$ cat config.mk
export PLATFORM = sky130hd
export DESIGN_NAME = id_ex_ctrl_stage
export DESIGN_NICKNAME = d
export VERILOG_FILES = /design/src/rtl/id_ex_ctrl_stage.sv
export SDC_FILE = /design/constraint.sdc
export NUM_CORES = 1
export LEC_CHECK = 0
export BUFFER_PORTS_ARGS = -buffer_cell sky130_fd_sc_hd__buf_2
export CAP_MARGIN = 20
export CORE_ASPECT_RATIO = 0.9
export CORE_MARGIN = 2
export CORE_UTILIZATION = 32
export DETAILED_ROUTE_END_ITERATION = 7
export SLEW_MARGIN = 15
export SYNTH_ARGS = -nofsm -noshare
export SYNTH_HDL_FRONTEND = slang
export SYNTH_SLANG_ARGS = --single-unit
$ cat constraint.sdc
create_clock -name clk -period 1.4 [get_ports clk]
set_clock_uncertainty 0.05 [all_clocks]
set_input_delay 0.14 -clock clk [delete_from_list [all_inputs] [get_ports clk]]
set_output_delay 0.14 -clock clk [all_outputs]
set_load 0.02 [all_outputs]
$ cat src/rtl/id_ex_ctrl_stage.sv
// ID/EX pipeline register for the decoded control bundle and rd.
// Inserts a one-cycle bubble on load-use hazards, applies EX-stage flushes,
// and runs the ecall halt sequence: stop fetch, drain EX/MEM/WB, then
// assert is_halted.
module id_ex_ctrl_stage #(
  parameter int unsigned DRAIN_CYCLES = 3,
  parameter int unsigned REG_ADDR_W   = 5
) (
  input  logic                  clk,
  input  logic                  reset_n,
  input  logic                  id_valid,
  input  logic                  id_mem_read,
  input  logic                  id_mem_to_reg,
  input  logic                  id_mem_write,
  input  logic                  id_alu_src,
  input  logic                  id_write_en,
  input  logic                  id_pc_to_reg,
  input  logic [1:0]            id_alu_op,
  input  logic                  id_is_ecall,
  input  logic                  id_halt_cond,
  input  logic [REG_ADDR_W-1:0] id_rs1,
  input  logic [REG_ADDR_W-1:0] id_rs2,
  input  logic                  id_use_rs1,
  input  logic                  id_use_rs2,
  input  logic [REG_ADDR_W-1:0] id_rd,
  input  logic                  ex_flush,
  output logic                  ex_mem_read,
  output logic                  ex_mem_to_reg,
  output logic                  ex_mem_write,
  output logic                  ex_alu_src,
  output logic                  ex_write_en,
  output logic                  ex_pc_to_reg,
  output logic [1:0]            ex_alu_op,
  output logic                  ex_is_ecall,
  output logic [REG_ADDR_W-1:0] ex_rd,
  output logic                  ex_valid,
  output logic                  stall_if_id,
  output logic                  is_halted
);

  localparam int unsigned CNT_W = $clog2(DRAIN_CYCLES + 1);

  typedef enum logic [1:0] {
    RUN,
    DRAIN,
    HALTED
  } state_t;

  state_t           state;
  logic [CNT_W-1:0] cnt;
  logic             lu;

  // Load-use hazard: the load in EX writes a register the ID instruction reads.
  always_comb begin
    lu = id_valid & ex_valid & ex_mem_read & (ex_rd != '0) &
         ((id_use_rs1 & (id_rs1 == ex_rd)) | (id_use_rs2 & (id_rs2 == ex_rd)));
  end

  // Hold fetch during a load-use stall (unless flushed) and for the whole halt sequence.
  always_comb begin
    stall_if_id = 1'b0;
    if (state != RUN) stall_if_id = 1'b1;
    else              stall_if_id = lu & ~ex_flush;
  end

  // Pipeline register plus halt state machine.
  always_ff @(posedge clk or negedge reset_n) begin
    if (!reset_n) begin
      ex_mem_read   <= 1'b0;
      ex_mem_to_reg <= 1'b0;
      ex_mem_write  <= 1'b0;
      ex_alu_src    <= 1'b0;
      ex_write_en   <= 1'b0;
      ex_pc_to_reg  <= 1'b0;
      ex_alu_op     <= '0;
      ex_is_ecall   <= 1'b0;
      ex_rd         <= '0;
      ex_valid      <= 1'b0;
      state         <= RUN;
      cnt           <= '0;
      is_halted     <= 1'b0;
    end else begin
      // Bubble by default; only a clean RUN capture of a valid instruction overrides it.
      ex_mem_read   <= 1'b0;
      ex_mem_to_reg <= 1'b0;
      ex_mem_write  <= 1'b0;
      ex_alu_src    <= 1'b0;
      ex_write_en   <= 1'b0;
      ex_pc_to_reg  <= 1'b0;
      ex_alu_op     <= '0;
      ex_is_ecall   <= 1'b0;
      ex_rd         <= '0;
      ex_valid      <= 1'b0;
      case (state)
        RUN: begin
          if (!ex_flush && !lu && id_valid) begin
            ex_mem_read   <= id_mem_read;
            ex_mem_to_reg <= id_mem_to_reg;
            ex_mem_write  <= id_mem_write;
            ex_alu_src    <= id_alu_src;
            ex_write_en   <= id_write_en;
            ex_pc_to_reg  <= id_pc_to_reg;
            ex_alu_op     <= id_alu_op;
            ex_is_ecall   <= id_is_ecall;
            ex_rd         <= id_rd;
            ex_valid      <= 1'b1;
            if (id_is_ecall && id_halt_cond) begin
              state <= DRAIN;
              cnt   <= CNT_W'(DRAIN_CYCLES - 1);
            end
          end
        end
        DRAIN: begin
          if (cnt == '0) begin
            state     <= HALTED;
            is_halted <= 1'b1;
          end else begin
            cnt <= cnt - 1'b1;
          end
        end
        HALTED: begin
          is_halted <= 1'b1;
        end
        default: begin
          state <= RUN;
        end
      endcase
    end
  end

endmodule
==> results of run 1 <==
-- per-stage QoR --
stage                     setup TNS (ns)  hold slack, ns  cell area, µm²  power [µW]  instances
final                             -4.766         0.01042            1394        1587        174
after global routing              -7.283        0.004454            1394        1700        174
after CTS                         -4.814       0.0003442            1359        1600        172
after detailed placement          -2.311         0.05507            1197        1278        156
after global placement            -1.919         0.06045            1197        1270        156
after floorplan                  -0.5903         -0.2056           878.3        1042         74
-- power breakdown --
part	total [µW]	internal, µW	switching [µW]
clock	269	111	158
sequential	725	669	56.2
combinational	593	317	275
total	1590	1100	489
-- path summary, 6_finish.rpt --
| path | cells past startpoint | startpoint | end | slack [ns] |
|---|---|---|---|---|
| setup / recovery | 6 | ex_rd[4] | stall_if_id | -0.33 |
| hold / removal | 2 | id_alu_op[1] | ex_alu_op[1] | 0.01 |
| setup reg to reg | 6 | ex_rd[4] | ex_mem_read | -0.27 |
| hold reg to reg | 1 | is_halted | is_halted | 0.45 |
| max in group asynchronous | 2 | reset_n | ex_rd[0] | 0.72 |
| min in group asynchronous | 2 | reset_n | is_halted | 0.26 |
-- cell usage after synthesis --
cell type / n
mux2i_1: 1
o31ai_1: 1
nand3b_1: 1
and2_1: 14
dfrtp_1: 20
or2_1: 2
a21oi_2: 1
ha_1: 1
nor2_1: 3
nand3_1: 1
o21ai_1: 1
nand2_1: 6
o22ai_2: 1
xnor2_1: 10
inv_1: 3
a211o_1: 1
a21oi_1: 1
nor3_1: 1
buf_6: 1
or3b_2: 1
a211oi_2: 1
nand4_1: 2
-- cell usage in the layout, fill, tap and decap left out, drive strengths merged --
master and n:
a211o 1, a211oi 1, a21oi 2, and2 14, buf 56, clkbuf 4, dfrtp 20, dlygate4sd3 13
ha 1, inv 3, mux2i 1, nand2 6, nand3 1, nand3b 1, nand4 2, nor2 3
nor3 1, o21ai 1, o22ai 1, o31ai 1, or2 2, or3b 1, xnor2 10
-- final cells by class --
cell class | count | share of cell area, %
flip-flops and latches | 20 | 36.36
repair buffers | 69 | 31.24
multi-input cells | 50 | 27.20
well taps | 28 | 2.513
clock buffers | 4 | 1.885
inverters | 3 | 0.8079
-- logic make-up after synthesis --
group | Yosys count
flip-flops | 20
XOR/XNOR | 10
AO/OA/AOI/OAI | 7
AND/OR/NAND/NOR | 31
adder cells (fa/ha/maj) | 1
buffers and inverters | 4
multiplexers | 1
-- repair_timing --
item | 4_1_cts | 5_1_grt
resized for setup | 3 | 2
hold buffers | 11 | 2
setup buffers | 1 | 0
endpoints found under the hold margin | 30 | 2
pin swaps | 1 | 2
setup endpoints to repair | 19 | 19
-- per-layer routing --
layer  global-route usage, %  vias to the layer above
li1                        -                      385
met1                   14.87                      357
met2                   25.56                       36
met3                   3.912                        2
met4                   6.818                        0
met5                       0                        -
==> metrics.csv, run 1 <==
metric,value,unit
status,"finished, violations left",
failing checks,"design-rule violations, negative setup slack",
Critical path buffers and inverters,1,
initial antenna violation count,0,
largest reg by FF count,ex_rd,
area grow syn2layout,60.98,%
biggest area consumer among synthesized cells,dfrtp_1,
final worst slack,-0.3274,ns
CTS buffer count,3,
count of nets after finishing,179,
area taken by multi-input logic gates,379.1,µm²
CTS H-tree lvls,1,
startpoint class of the critical path,flip-flop,
register area,506.7,µm²
setup violators final,19,
GRT Util Overall,14.06,%
Initial DRC Count,17,
Pre-antenna DRT Iters,5,
adder-cell share of the synthesized area,1.445,%
crit-path max FO,4,
largest net degree at the start of global routing,21,
Port Buffer Count,47,
crit-path leading delay family,flip-flops,
WL/cell,11.55,µm
dpl hpwl,1474,µm
final core utilization,55.53,%
upper clock frequency limit,578.9,MHz
vias in the first global route,798,
post-synthesis share of cell area spent on xor and xnor gates,10.12,%
DRC,5,
# fillers,250,
Crit path largest cell delay,0.47,ns
Clock Path Buffers,2,
Hold Fails Final Rpt,0,
Synth Instances,74,
Slew @ Worst Pin,0.4929,ns
Hold Crit Class,in -> reg,
RSZ-0062 raised after global routing,true,
via density per instance,4.483,
Power Density,1138,nW/µm²
met3 wire length,191,µm
Met2 Wirelength,994,µm
die area,3138,µm²
"top cells by area, synth","dfrtp_1 58%, and2_1 10%, xnor2_1 10%",
"Data arrival, critical path",1.54,ns
Post-Synth Simple-Gate Area,19.94,%
Slew Limit Fails,0,
Root Buffer,clkbuf_4,
"CTS clk-pin slew, worst paths",0.10,ns
Worst EP required,1.21,ns
Vias,780,
multiplexer share of the synthesized area,1.156,%
Initial Util,34.50,%
Peak VDD IR,0.5546,mV
register area share after synthesis,57.80,%
n_diodes,0,
drt total wl,2010,µm
IO Count,48,
"Distinct cells, synth",22,
Synth Register Bits,20,
"Critical Path, Cell by Cell",xnor2_2 > nand4_1 > o22ai_2 > nand2_1 > o21ai_2 > buf_4,
clock sink total,20,
final period utilization,123.4,%
worst-skew pair later-pin latency,0.29,ns
Tmin final,1.727,ns
Setup Crit Path Kind,reg -> out,
max_cap viols,0,
CTS tree,built,
antenna-violating nets left,0,
Die Wd,58.83,µm
layout cell share with drive strength beyond 1,49.32,%
mean area per synthesized cell,11.70,µm²
global-route wire length before repair,3180,µm
number of flip-flops in the largest register,5,
slowest cell on the critical path,dfrtp_2,
Synth Area in Compound Gates,6.936,%
Top Layer Used,met4,
leakage power,0.0007205,µW
DP Worst Slack,-0.1400,ns
Rel. slew slack,67.14,%
num rows,17,
DIE HEIGHT,53.35,µm
GP Congestion,0.7925,
largest family of logic cells by synthesized area,simple AND/OR/NAND/NOR gates,
Synth top area share,57.80,%
Worst Setup End Kind,primary output,
Mapped Area,865.8,µm²
wl on met1,810,µm
grt ovf,0,
Core Area,2510,µm²
Synth warnings,0,
Syn Nets,106,
Note: power is estimated with default switching activity, not from simulation.
==> run 2, diff against run 1 <==
CORE_UTILIZATION = 30   (was 32)
==> run 2 against run 1 <==
Net effect:
- the flow finishes with violations (negative setup slack)
- clock power increased by 18%
- non-clock buffer count decreased by 8
- critical path type unchanged
- first-iteration DRC count decreased by 18%
- critical endpoint unchanged
- flip-flop and latch count unchanged
- critical path depth unchanged
- die area increased by 6.2%
- worst setup slack got worse by 0.021 ns
- final area decreased by 2.1%
- sequential share of layout area increased by 0.77 points
- global-route usage decreased by 1.2 points
- power increased by 0.81%
==> metrics.csv, run 2 (same netlist as run 1, synthesis figures left out) <==
metric,value,unit,change
status,"finished, violations left",,unchanged
failing checks,negative setup slack,,"was design-rule violations, negative setup slack"
count of nets after finishing,171,,was 179
clock sink total,20,,unchanged
Rel. slew slack,71.40,%,was 67.14%
largest reg by FF count,ex_rd,,unchanged
Core Area,2748,µm²,was 2510 µm²
met3 wire length,140,µm,was 191 µm
vias in the first global route,768,,was 798
grt ovf,0,,unchanged
Initial DRC Count,14,,was 17
max_cap viols,0,,unchanged
Hold Fails Final Rpt,0,,unchanged
Peak VDD IR,0.6146,mV,was 0.5546 mV
dpl hpwl,1468,µm,was 1474 µm
die area,3333,µm²,was 3138 µm²
num rows,18,,was 17
Vias,738,,was 780
reg2reg start,ex_rd[1],,was ex_rd[4]
Setup Crit Path Kind,reg -> out,,unchanged
leakage power,0.0006952,µW,was 0.0007205 µW
IO Count,48,,unchanged
Worst Setup End Kind,primary output,,unchanged
R2R cell count,8,,was 6
Met2 Wirelength,997,µm,was 994 µm
Die Wd,60.63,µm,was 58.83 µm
final period utilization,124.9,%,was 123.4%
"CTS clk-pin slew, worst paths",0.11,ns,was 0.10 ns
CTS tree,built,,unchanged
Root Buffer,clkbuf_4,,unchanged
Slew @ Worst Pin,0.4290,ns,was 0.4929 ns
largest net degree at the start of global routing,21,,unchanged
Combinational Power Share,34.7,%,was 37.4%
Int Pwr,1116,µW,was 1097 µW
wl on met1,800,µm,was 810 µm
Power Density,1172,nW/µm²,was 1138 nW/µm²
via density per instance,4.146,,was 4.483
net load switching power,483.0,µW,was 489.4 µW
WL/cell,10.94,µm,was 11.55 µm
R2R Setup Slk,-0.26,ns,was -0.27 ns
switch share,30.20,%,was 30.85%
antenna-violating nets left,0,,unchanged
CTS buffer count,3,,unchanged
GRT Util Overall,12.89,%,was 14.06%
Hold Path Sink,ex_rd[2],,was ex_alu_op[1]
setup violators final,19,,unchanged
"Critical Path, Cell by Cell",buf_4 > nor2_1 > a21oi_1 > nand2_1 > o21ai_2 > buf_6,,was xnor2_2 > nand4_1 > o22ai_2 > nand2_1 > o21ai_2 > buf_4
clock power share,19.8,%,was 16.9%
RSZ-0062 raised after global routing,true,,unchanged
GP Congestion,0.7532,,was 0.7925
Clock Path Buffers,2,,unchanged
Initial Util,31.51,%,was 34.50%
upper clock frequency limit,572.0,MHz,was 578.9 MHz
Slew Limit Fails,0,,unchanged
initial antenna violation count,0,,unchanged
number of flip-flops in the largest register,5,,unchanged
HP Start,id_rd[2],,was id_alu_op[1]
Tmin final,1.748,ns,was 1.727 ns
Hold Path Depth,2,,unchanged
"Data arrival, critical path",1.56,ns,was 1.54 ns
area grow syn2layout,57.66,%,was 60.98%
"commonest non-fill, non-tap cells in the layout","46 x buf_2, 15 x dfrtp_1, 14 x and2_1, 9 x dlygate4sd3_1, 7 x xnor2_1",,"was 46 x buf_2, 15 x dfrtp_1, 14 x and2_1, 13 x dlygate4sd3_1, 10 x buf_4"
CTS H-tree lvls,1,,unchanged
DIE HEIGHT,54.97,µm,was 53.35 µm
share of power burned in registers,45.4,%,was 45.7%
Top Layer Used,met4,,unchanged
Pre-antenna DRT Iters,2,,was 5
Port Buffer Count,47,,unchanged
DRC,0,,was 5
Hold Crit Class,in -> reg,,unchanged
n_diodes,0,,unchanged
"commonest non-fill, non-tap cell in the layout",buf_2,,unchanged
startpoint class of the critical path,flip-flop,,unchanged
hold_ws,0.01554,ns,was 0.01042 ns
drt total wl,1948,µm,was 2010 µm
crit-path max FO,3,,was 4
slowest cell on the critical path,dfrtp_2,,unchanged
Worst EP required,1.21,ns,about the same
final worst slack,-0.3483,ns,was -0.3274 ns
FF-to-FF End,ex_mem_write,,was ex_mem_read
Final TNS setup,-4.468,ns,was -4.766 ns
Crit path largest cell delay,0.40,ns,was 0.47 ns
global-route wire length before repair,3008,µm,was 3180 µm
layout cell share with drive strength beyond 1,50.00,%,was 49.32%
worst-skew pair later-pin latency,0.29,ns,about the same
## run 2: changes by cell type in the layout (fill, tap and decap cells not counted), sizes merged
cell         delta
buf             -4
dlygate4sd3     -4
## run 2: critical path: cells and delay by family (launching register included)
family / cells / cell delay (ns)
buf+inv: 2 / 0.25
compound gates: 2 / 0.46
simple gates: 2 / 0.16
flops: 1 / 0.40
## run 2: repair_timing
item                                    CTS  global route
hold buffers                              8             1
endpoints found under the setup margin   19            19
gates resized for setup                   5             1
buffers inserted                          2             2
endpoints found under the hold margin    27             1
pin swaps                                 4             0
## run 2: routing by layer
metal  vias to the layer above  global-route usage [%]
met5                         -                       0
met1                       336                   13.20
met3                         2                   3.023
li1                        368                       -
met2                        32                   24.55
met4                         0                   6.522
## run 2: power groups by stage
stage	Clock, µW	Sequential [µW]	Combinational, µW
2_1_floorplan	0	783	259
3_3_place_gp	0	734	466
3_5_place_dp	0	738	472
4_1_cts	334	729	531
5_1_grt	367	739	619
6_report	317	727	556
## run 2: how the worst max path moves through the flow
stage                     cells after the start           end      from
after floorplan                               6      ex_rd[0]  ex_rd[2]
after global placement                        4      ex_rd[4]  ex_rd[0]
after detailed placement                      4  ex_mem_write  ex_rd[0]
after CTS                                     6   stall_if_id  ex_rd[4]
after global routing                          6   stall_if_id  ex_rd[2]
final                                         6   stall_if_id  ex_rd[2]
## run 2: final cells by class
cell class / count / area [µm²]
fillers: 261 / 1383
flip-flops and latches: 20 / 506.7
repair buffers: 61 / 381.6
multi-input cells: 50 / 379.1
well taps: 40 / 50.05
clock buffers: 4 / 36.28
inverters: 3 / 11.26
## run 2: stage by stage
step / setup WS (ns) / instance area (µm²) / cells / power [µW] / util [%]
3_3_place_gp: -0.2010 / 1160 / 161 / 1200 / 42.21
3_5_place_dp: -0.2148 / 1160 / 161 / 1210 / 42.21
6_report: -0.3483 / 1365 / 178 / 1599 / 49.68
5_1_grt: -0.4551 / 1365 / 178 / 1725 / 49.68
2_1_floorplan: -0.05900 / 878.3 / 74 / 1042 / -
4_1_cts: -0.3385 / 1320 / 175 / 1594 / 48.04
